**src/rtl/fetch_stage.sv**
```systemverilog
// ----------------------------------------------------------------------------
// fetch_stage
//
// Instruction-fetch stage of the pipelined MIPS core. It owns the program
// counter, drives the combinational instruction-memory read, and loads the
// IF/ID pipeline register with {PC+4, instruction, valid}.
//
// Each edge does exactly one of the following, checked in this order:
//   reset    -> return to RESET_PC and clear IF/ID and both counters
//   redirect -> load the aligned target and squash IF/ID to a bubble
//   stall    -> hold pc and IF/ID
//   advance  -> fetch the next sequential instruction
//
// Ports:
//   clk           rising-edge clock
//   reset         synchronous, active-high reset
//   stall         hazard unit: hold pc and IF/ID this cycle
//   redirect      execute stage: taken branch/jump, load redirect_pc
//   redirect_pc   target address, bits [1:0] ignored
//   imem_addr     instruction memory address (equals pc)
//   imem_rdata    instruction word at imem_addr, same cycle
//   pc            current fetch PC
//   ifid_pc4      PC+4 of the instruction held in IF/ID
//   ifid_instr    instruction held in IF/ID
//   ifid_valid    1 = real instruction, 0 = bubble
//   stall_count   saturating count of stall cycles that were not redirects
//   bubble_count  saturating count of redirect squashes
// ----------------------------------------------------------------------------
module fetch_stage #(
    parameter logic [31:0] RESET_PC  = 32'h0000_0000,
    parameter logic [31:0] NOP_INSTR = 32'h0000_0000,
    parameter int          CNT_W     = 16
) (
    input  logic             clk,
    input  logic             reset,
    input  logic             stall,
    input  logic             redirect,
    input  logic [31:0]      redirect_pc,
    output logic [31:0]      imem_addr,
    input  logic [31:0]      imem_rdata,
    output logic [31:0]      pc,
    output logic [31:0]      ifid_pc4,
    output logic [31:0]      ifid_instr,
    output logic             ifid_valid,
    output logic [CNT_W-1:0] stall_count,
    output logic [CNT_W-1:0] bubble_count
);

    localparam logic [31:0]      ALIGN_MASK = 32'hFFFF_FFFC;
    localparam logic [CNT_W-1:0] CNT_ONE    = CNT_W'(1);
    localparam logic [CNT_W-1:0] CNT_MAX    = {CNT_W{1'b1}};

    logic [31:0] pc_plus4;

    // Wraps naturally: 32'hFFFF_FFFC + 4 = 0.
    assign pc_plus4  = pc + 32'd4;
    assign imem_addr = pc;

    // pc and IF/ID share one priority mux: reset > redirect > stall > advance.
    // NOTE: state is written with non-blocking assignments so every register
    // samples the pre-edge values; blocking here would let pc_plus4 consumers
    // see a half-updated pc in simulation and diverge from the netlist.
    always_ff @(posedge clk) begin
        if (reset) begin
            // Masking keeps pc[1:0] at 0 even if RESET_PC is misconfigured.
            pc         <= RESET_PC & ALIGN_MASK;
            ifid_pc4   <= 32'h0;
            ifid_instr <= NOP_INSTR;
            ifid_valid <= 1'b0;
        end else if (redirect) begin
            // Misaligned targets are silently aligned; no exception exists.
            pc         <= redirect_pc & ALIGN_MASK;
            ifid_pc4   <= 32'h0;
            ifid_instr <= NOP_INSTR;
            ifid_valid <= 1'b0;
        end else if (!stall) begin
            pc         <= pc_plus4;
            ifid_pc4   <= pc_plus4;
            ifid_instr <= imem_rdata;
            ifid_valid <= 1'b1;
        end
        // stall with no redirect: everything above holds.
    end

    // Performance counters. A redirect that coincides with a stall counts
    // only as a bubble, matching the priority of the datapath above.
    always_ff @(posedge clk) begin
        if (reset) begin
            stall_count  <= '0;
            bubble_count <= '0;
        end else if (redirect) begin
            if (bubble_count != CNT_MAX) begin
                bubble_count <= bubble_count + CNT_ONE;
            end
        end else if (stall) begin
            if (stall_count != CNT_MAX) begin
                stall_count <= stall_count + CNT_ONE;
            end
        end
    end

endmodule

```
**config.mk**
```make
export PLATFORM = sky130hd
export DESIGN_NAME = fetch_stage
export DESIGN_NICKNAME = d
export VERILOG_FILES = /design/src/rtl/fetch_stage.sv
export SDC_FILE = /design/constraint.sdc
export NUM_CORES = 1
export LEC_CHECK = 0
export CAP_MARGIN = 20
export CORE_MARGIN = 3
export CORE_UTILIZATION = 40
export DETAILED_ROUTE_END_ITERATION = 10
export GPL_TIMING_DRIVEN = 0
export PLACE_DENSITY = 0.82
export SYNTH_ARGS = -nofsm -noshare
export SYNTH_HDL_FRONTEND = slang
export SYNTH_SLANG_ARGS = --single-unit
export TNS_END_PERCENT = 100
```
**constraint.sdc**
```tcl
create_clock -name clk -period 5.3 [get_ports clk]
set_input_delay 1.06 -clock clk [delete_from_list [all_inputs] [get_ports clk]]
set_output_delay 1.06 -clock clk [all_outputs]
set_load 0.02 [all_outputs]
```
==> metrics.txt, run 1 <==
Syn. warnings 0; DP HPWL 15300 µm; Pwr Total 0.00261 W; number of global-route vias before repair 6101; crit path kind in2reg; ys async rst share 0%; FF-to-FF End imem_addr[24]; Gate power share 13.6%; Synth Cell Area 6190 µm²; ANT nets after route 0; Multi-input gate area 3150 µm²; Tcrit/Tclk final 64.5%; CP Max Fanout 10; Seq pwr share 38.8%; core footprint 14800 µm²; register bit total from synthesis 125; Critical Path Sink Type flop; gr ovfl total 0; fin crit period 3420 ps; drt initial violations 567; adder-cell share of the synthesized area 0.606%; Hold Startpoint ifid_pc4[8]; crit path buf inv count 4; mux cell area share after synthesis 3.54%; All-Layer GR Usage 24.6%; Final Max Slew Viols 0; Initial Util 41.8%; Crit path top cell by count clkbuf_1; layout cells sized above 1 10.7%; Post-synth EDFFs 0; hold path depth 1; Clock Tree Root clkbuf_16; cell-internal power 0.00199 W; XOR/XNOR share of the synthesized area 2.12%; max_cap viols 0; crit start category input pin; DR WL/cell 18.4 µm; outcome finished clean; DRC errors left 0; worst vdd ir 237 µV; TritonCTS Buffers 17; GPL Wtd Cong 0.901; largest net degree at the start of global routing 17; largest family of logic cells by synthesized area simple AND/OR/NAND/NOR gates; CP cell instances clkdlybuf4s50_1 > clkbuf_1 > nor3_1 > clkbuf_1 > clkbuf_1 > o211ai_1 > o211ai_1; Slew HR 45.5%; die width 130 µm; CTS resizes 0; CTS Sinks 125; PortBufs 220; Critical Path RT 5640 ps; Hold WS 451 ps; r2r setup slk 2750 ps; H-Tree Depth 4; DR pass1 iterations 5; Switching Share 23.9%; Hold Path Class reg2reg; CTS Hold Bufs 0; CP max stage cell clkbuf_1; Max stage delay on crit path 560 ps; final wirelength 21100 µm; Avg Cell Area, Syn 8.75 µm²; die area 17000 µm²; RSZ-0062 raised after global routing no; area delta synth->final 49.8%; total number of vias 6562; Peak Freq 0.292 GHz; Layout Utilization 62.6%; number of nets in the layout 1023; top_reg_cell synth dfxtp_1; Pwr Density 282 nW/µm²; # rows 44; ant diodes 0; synth unique cells 67; clock slew at reported path FFs 50 ps; part of the power in the clock network 47.6%; Via density 5.71; R2R Path Start imem_addr[2]; register area 2500 µm²; CTS tree done; total setup buffers inserted after CTS 0; endpoints failing hold 0; Max clock buf depth 2; Worst Path Arrival 3760 ps; hold endpoint ifid_pc4[8]; Syn Inst Count 707; Clock Latency Late Sink 420 ps; antenna violations before repair 1; Sum Neg Setup Slack 0 ps; P_leak 3.44 nW; switching power 0.000626 W; post-synthesis simple-gate area fraction 24.7%; height of the die 130 µm; sequential area share after synthesis 40.4%; wire length of the first global-routing pass 32700 µm; post-synthesis compound-gate area fraction 19.6%; # fillers 1246; Worst-Margin Slew 814 ps; dpl cell area 8640 µm²; Clock Skew 5.60 ps; cell family with most CP delay buffers and inverters; design area 9280 µm²; reg2reg path depth 6; io pins 229; Final setup viols 0
-- worst max path at each step --
| stage | from | endpoint | cells past startpoint |
|---|---|---|---|
| after CTS | stall | imem_addr[23] | 7 |
| after detailed placement | stall | imem_addr[23] | 7 |
| after global placement | stall | imem_addr[23] | 7 |
| after floorplan | stall | imem_addr[26] | 4 |
| final | stall | imem_addr[23] | 7 |
| after global routing | stall | imem_addr[23] | 7 |
-- registers in the layout (all words and copies together) (netlist names) --
signal / flops
ifid_instr: 32
stall_count: 16
imem_addr: 30
ifid_valid: 1
bubble_count: 16
ifid_pc4: 30
-- synth_stat cells (6+ instances only) --
cell	n	area share [%]
dfxtp_1	125	40
nand2_1	58	3.5
nor2_1	45	2.7
clkbuf_1	39	2.4
buf_4	38	4.6
nand3_1	37	3.0
a21oi_1	31	2.5
a22o_1	31	4.4
or4_1	26	3.2
inv_1	18	1.1
o21ai_0	17	1.4
nand4_1	16	1.6
nor2b_1	16	1.6
o211ai_1	16	1.9
a211oi_1	15	1.8
mux2_2	15	2.7
and4_1	12	1.7
nor3_1	11	0.89
o31ai_1	10	1.2
xnor2_1	10	1.4
nor4_1	9	0.91
a311oi_1	8	1.1
and3_1	8	0.81
a31oi_1	6	0.61
-- power groups by stage --
stage / logic (W) / clock network, W / registers [W]
3_3_place_gp: 0.000350 / 0 / 0.00103
2_1_floorplan: 0.000140 / 0 / 0.00106
4_1_cts: 0.000355 / 0.00126 / 0.00101
6_report: 0.000356 / 0.00124 / 0.00101
5_1_grt: 0.000378 / 0.00130 / 0.00102
3_5_place_dp: 0.000353 / 0 / 0.00103
-- routing by layer --
layer | global-route usage, % | share of wire, % | up-vias
met5 | 0 | 0.057 | -
met4 | 8.29 | 1.8 | 2
met3 | 6.30 | 9.2 | 35
met2 | 40.0 | 48 | 351
met1 | 32.0 | 41 | 3067
li1 | - | - | 3107
-- logic make-up after synthesis --
logic type / after synthesis
simple gates: 271
compound gates: 165
flops: 125
buf+inv: 107
mux: 20
xor+xnor: 15
fa+ha+maj: 3
other cells: 1
-- cells in the final DEF (no fill, tap or decap), drive strengths merged, types with 9 or more instances in the layout --
master and count:
or4 28, dfxtp 125, o21ai 17, o211ai 16, nand4 18, nand2 58
clkdlybuf4s50 220, xnor2 10, nor2 45, inv 18, nor4 10, nor2b 16
nor3 12, a211oi 15, and4 13, nand3 38, clkbuf 67, o31ai 10
and3 9, mux2 15, buf 49, a22o 31, a21oi 31
-- through the flow --
step,std cells,setup WS (ps)
floorplan,712,2670
global placement,1116,1490
detailed placement,1116,1490
CTS,1148,1920
global route,1149,1770
finish,1149,1880
-- cell type report --
class | count | share of cell area, %
multi-input cells | 480 | 34.0
repair buffers | 221 | 23.8
well taps | 184 | 2.48
clock buffers | 26 | 5.38
inverters | 18 | 0.728
flip-flops and latches | 125 | 27.0
clock inverters | 6 | 1.40
plain buffers | 89 | 5.23
(Power assumes the default switching activity.)
==> run 2: changes to the inputs <==
--- a/config.mk
+++ b/config.mk
@@ -10,7 +10,7 @@
 export CORE_UTILIZATION = 40
 export DETAILED_ROUTE_END_ITERATION = 10
 export GPL_TIMING_DRIVEN = 0
-export PLACE_DENSITY = 0.82
+export PLACE_DENSITY = 0.85
 export SYNTH_ARGS = -nofsm -noshare
 export SYNTH_HDL_FRONTEND = slang
 export SYNTH_SLANG_ARGS = --single-unit
==> constraint.sdc (replaced) <==
create_clock -name clk -period 2.9 [get_ports clk]
set_input_delay 0.58 -clock clk [delete_from_list [all_inputs] [get_ports clk]]
set_output_delay 0.58 -clock clk [all_outputs]
set_load 0.02 [all_outputs]
==> run 2 against run 1 <==
Power grew 83%; routed wire length rose by 1.8%; final area about the same; global-route usage grew 0.23 points; clock skew is essentially flat; critical path type is now reg2reg; critical endpoint is now imem_addr[24]; clock-buffer cell count fell by 3; largest power group unchanged; critical path depth is 1 lower.
==> metrics.txt, run 2 (synthesized netlist as in run 1, its figures left out) <==
CP max stage cell or4_1; crit path kind reg2reg; H-Tree Depth 4; PortBufs 220; Critical Path Sink Type flop; number of flip-flops in the largest register 32; crit path to imem_addr[24]; Most flops, register ifid_instr; die area 17000 µm²; register area 2500 µm²; endpoints failing hold 0; RSZ-0062 raised after global routing no; core footprint 14800 µm²; Final setup viols 0; Sum Neg Setup Slack 0 ps; pre-CTS setup slack -433 ps; io pins 229; drt initial violations 495; fin crit period 2600 ps; # fillers 1238; Post-Place Cells 1116; Initial Util 41.8%; Non-Filler Instances 1147; # rows 44; Slew HR 41.4%; CTS Sinks 125; worst vdd ir 419 µV; Hold Startpoint ifid_pc4[2]; Clock Latency Late Sink 410 ps; layout cells sized above 1 11.1%; number of nets in the layout 1023; DRC errors left 0; clock slew at reported path FFs 50 ps; All-Layer GR Usage 24.8%; Final Max Slew Viols 0; Worst setup startpoint imem_addr[2]; gr ovfl total 0; height of the die 130 µm; Pwr Density 516 nW/µm²; Via density 5.71; max_cap viols 0; reg2reg path depth 6; Worst-Margin Slew 876 ps; CP Max Fanout 9; die width 130 µm; Worst Setup Slack, final 297 ps; Worst Path Arrival 2870 ps; CTS Hold Bufs 0; crit start category flop; commonest non-fill, non-tap cell in the layout clkdlybuf4s50_1; final wirelength 21500 µm; Clock Skew 5.70 ps; P_leak 3.45 nW; DR pass1 iterations 7; Critical Path RT 3160 ps; Multi-input gate area 3150 µm²; R2R Path Start imem_addr[2]; ANT nets after route 0; FF-to-FF End imem_addr[24]; Max stage delay on crit path 540 ps; DR WL/cell 18.8 µm; antenna violations before repair 1; CP cell instances ha_1 > nand3_4 > or4_1 > clkbuf_1 > o311ai_0 > o211ai_1; largest net degree at the start of global routing 17; Hold Path Class reg2reg; Peak Freq 0.384 GHz; area delta synth->final 49.8%; TritonCTS Buffers 17; outcome finished clean; DP HPWL 15500 µm; Clock Tree Root clkbuf_16; total number of vias 6555; highest-count cells in the layout ignoring fill and taps 220 x clkdlybuf4s50_1, 125 x dfxtp_1, 58 x nand2_1; Max clock buf depth 2; number of global-route vias before repair 6051; CTS tree done; r2r setup slk 300 ps; wire length of the first global-routing pass 33100 µm; GPL Wtd Cong 0.898; Tcrit/Tclk final 89.8%; ant diodes 0
## run 2: cell count changes in the layout (fill, tap and decap cells not counted), sizes merged
| cell | before | now |
|---|---|---|
| clkinv | 2 | 3 |
| buf | 49 | 48 |
| clkbuf | 67 | 65 |
## run 2: metrics by stage
stage                     utilization [%]  area, µm²  total power (W)  hold slack (ps)
after global placement               58.3       8640          0.00253              434
after detailed placement             58.3       8640          0.00254              443
after floorplan                         -       6210          0.00219              533
after global routing                 62.6       9270          0.00493              466
final                                62.6       9270          0.00478              450
after CTS                            62.6       9270          0.00479              455
## run 2: timing repair
item | in CTS | in global routing
setup buffers | 0 | 0
gates resized for setup | 1 | 4
endpoints found under the setup margin | 1 | 5
## run 2: worst min path at each step
stage / cells after the start / endpoint
6_report: 2 / ifid_pc4[2]
5_1_grt: 1 / ifid_pc4[8]
4_1_cts: 2 / ifid_pc4[2]
3_5_place_dp: 2 / ifid_pc4[2]
3_3_place_gp: 2 / ifid_pc4[14]
2_1_floorplan: 2 / ifid_valid
## run 2: layer usage
layer | share of wire (%) | wire length, µm | global-route usage, %
met3 | 8.4 | 1810 | 6.26
met1 | 42 | 9080 | 32.3
met2 | 48 | 10200 | 40.6
met5 | 0.042 | 9 | 0
met4 | 1.8 | 388 | 7.99
## run 2: layout make-up
cell class / instances / share of cell area [%]
clock buffer: 23 / 5.26
inverter: 18 / 0.729
multi-input combinational: 480 / 34.0
sequential: 125 / 27.0
clock inverter: 7 / 1.46
buffer: 89 / 5.28
tap: 184 / 2.48
timing repair buffer: 221 / 23.8
## run 2: worst max-delay path: cells and delay by family (launching register included)
family | cells | cell delay, ps
buffers and inverters | 1 | 230
and+or+nand+nor | 2 | 690
AOI/OAI and AO/OA | 2 | 630
DFF | 1 | 530
adders and majority gates | 1 | 350
## run 2: where the power goes
part,internal (W),switching [W],total (W)
Sequential,0.00178,0.0000788,0.00186
Combinational,0.000329,0.000323,0.000653
Clock,0.00152,0.000757,0.00227
Total,0.00362,0.00116,0.00478
==> run 3: changes to the inputs <==
--- a/config.mk
+++ b/config.mk
@@ -11,6 +11,7 @@
 export DETAILED_ROUTE_END_ITERATION = 10
 export GPL_TIMING_DRIVEN = 0
 export PLACE_DENSITY = 0.85
+export SLEW_MARGIN = 40
 export SYNTH_ARGS = -nofsm -noshare
 export SYNTH_HDL_FRONTEND = slang
 export SYNTH_SLANG_ARGS = --single-unit
==> run 3 against run 2 <==
Sequential cell count stayed put; final area is 0.30% higher; sequential power hardly changed; power is 1.2% higher; worst hold slack better by 0.89 ps; via count is 0.38% lower; register-to-register slack hardly changed; fmax is 1.7% lower; first-iteration DRC count is 9.3% higher; routed wire length is 0.74% lower; largest power group unchanged.
==> metrics.txt, run 3 (synthesized netlist as in run 1, its figures left out) <==
Clock Latency Late Sink 420 ps; pre-CTS setup slack -460 ps; highest-count cells in the layout ignoring fill and taps 220 x clkdlybuf4s50_1, 125 x dfxtp_1, 58 x nand2_1; All-Layer GR Usage 24.8%; number of global-route vias before repair 5970; CTS tree done; crit path kind in2reg; Clock Skew 7.65 ps; clock slew at reported path FFs 60 ps; Initial Util 41.8%; Pwr Density 521 nW/µm²; DR pass1 iterations 5; dpl cell area 8650 µm²; core footprint 14800 µm²; largest net degree at the start of global routing 17; total number of vias 6530; max_cap viols 0; RSZ-0062 raised after global routing no; CTS Sinks 125; worst vdd ir 371 µV; height of the die 130 µm; Via density 5.69; final wirelength 21400 µm; DP HPWL 15500 µm; layout cells sized above 1 11.4%; crit start category input pin; Slew HR 46.2%; drt initial violations 541; # rows 44; Most flops, register ifid_instr; ant diodes 0; design area 9300 µm²; io pins 229; DRC errors left 0; ANT nets after route 0; gr ovfl total 0; Tcrit/Tclk final 91.3%; antenna violations before repair 1; Worst-Margin Slew 800 ps; wire length of the first global-routing pass 33000 µm; commonest non-fill, non-tap cell in the layout clkdlybuf4s50_1; total setup buffers inserted after CTS 0; number of nets in the layout 1022; die width 130 µm; TritonCTS Buffers 17; P_leak 3.44 nW; PortBufs 220; outcome finished clean; Worst Path Arrival 2990 ps; Hold WS 451 ps; number of flip-flops in the largest register 32; endpoints failing hold 0; H-Tree Depth 4; Max clock buf depth 2; CTS Hold Bufs 0; fin crit period 2650 ps; CTS resizes 1; DR WL/cell 18.6 µm; Final Max Slew Viols 0; Critical Path Sink Type flop; CP Max Fanout 10; Clock Tree Root clkbuf_16; die area 17000 µm²; Critical Path RT 3240 ps; GPL Wtd Cong 0.898; Peak Freq 0.378 GHz; Sum Neg Setup Slack 0 ps; Worst Setup Slack, final 253 ps; Hold Path Class reg2reg; Final setup viols 0; area delta synth->final 50.3%
run 3: where the power goes:
group          internal, W  switching [W]
Sequential         0.00178      0.0000778
Clock              0.00156       0.000777
Combinational     0.000329       0.000323
Total              0.00366        0.00118
run 3: per-stage QoR:
stage / util (%) / cells / power, W
after floorplan: - / 712 / 0.00219
after global placement: 58.3 / 1116 / 0.00253
after detailed placement: 58.4 / 1116 / 0.00254
after CTS: 62.8 / 1147 / 0.00487
after global routing: 62.8 / 1147 / 0.00500
final: 62.8 / 1147 / 0.00484
run 3: routing by layer:
layer	wire, µm	GRT usage (%)	part of all wire [%]	up-vias
met3	1800	6.26	8.4	34
met1	8980	32.9	42	3100
li1	-	-	-	3095
met5	13	0	0.061	-
met2	10200	40.1	48	299
met4	308	7.50	1.4	2
run 3: final timing paths:
| path | slack [ps] | to | start | depth (start not counted) |
|---|---|---|---|---|
| max | 250 | imem_addr[23] | stall | 7 |
| min | 450 | ifid_pc4[2] | ifid_pc4[2] | 2 |
| max reg2reg | 300 | imem_addr[24] | imem_addr[2] | 6 |
| min reg2reg | 450 | ifid_pc4[2] | ifid_pc4[2] | 2 |
run 3: critical path, stage by stage:
cell and delay, ps:
clkdlybuf4s50_1 530, clkbuf_1 340, nor3_2 420, clkbuf_1 470, clkbuf_2 360, o211ai_1 180
o211ai_1 110
run 3: layout make-up:
type	instances	area, µm²
buffer	89	488
clock buffer	19	453
clock inverter	12	193
fill	1240	5510
inverter	18	67.6
multi-input combinational	480	3160
sequential	125	2500
tap	184	230
timing repair buffer	220	2200
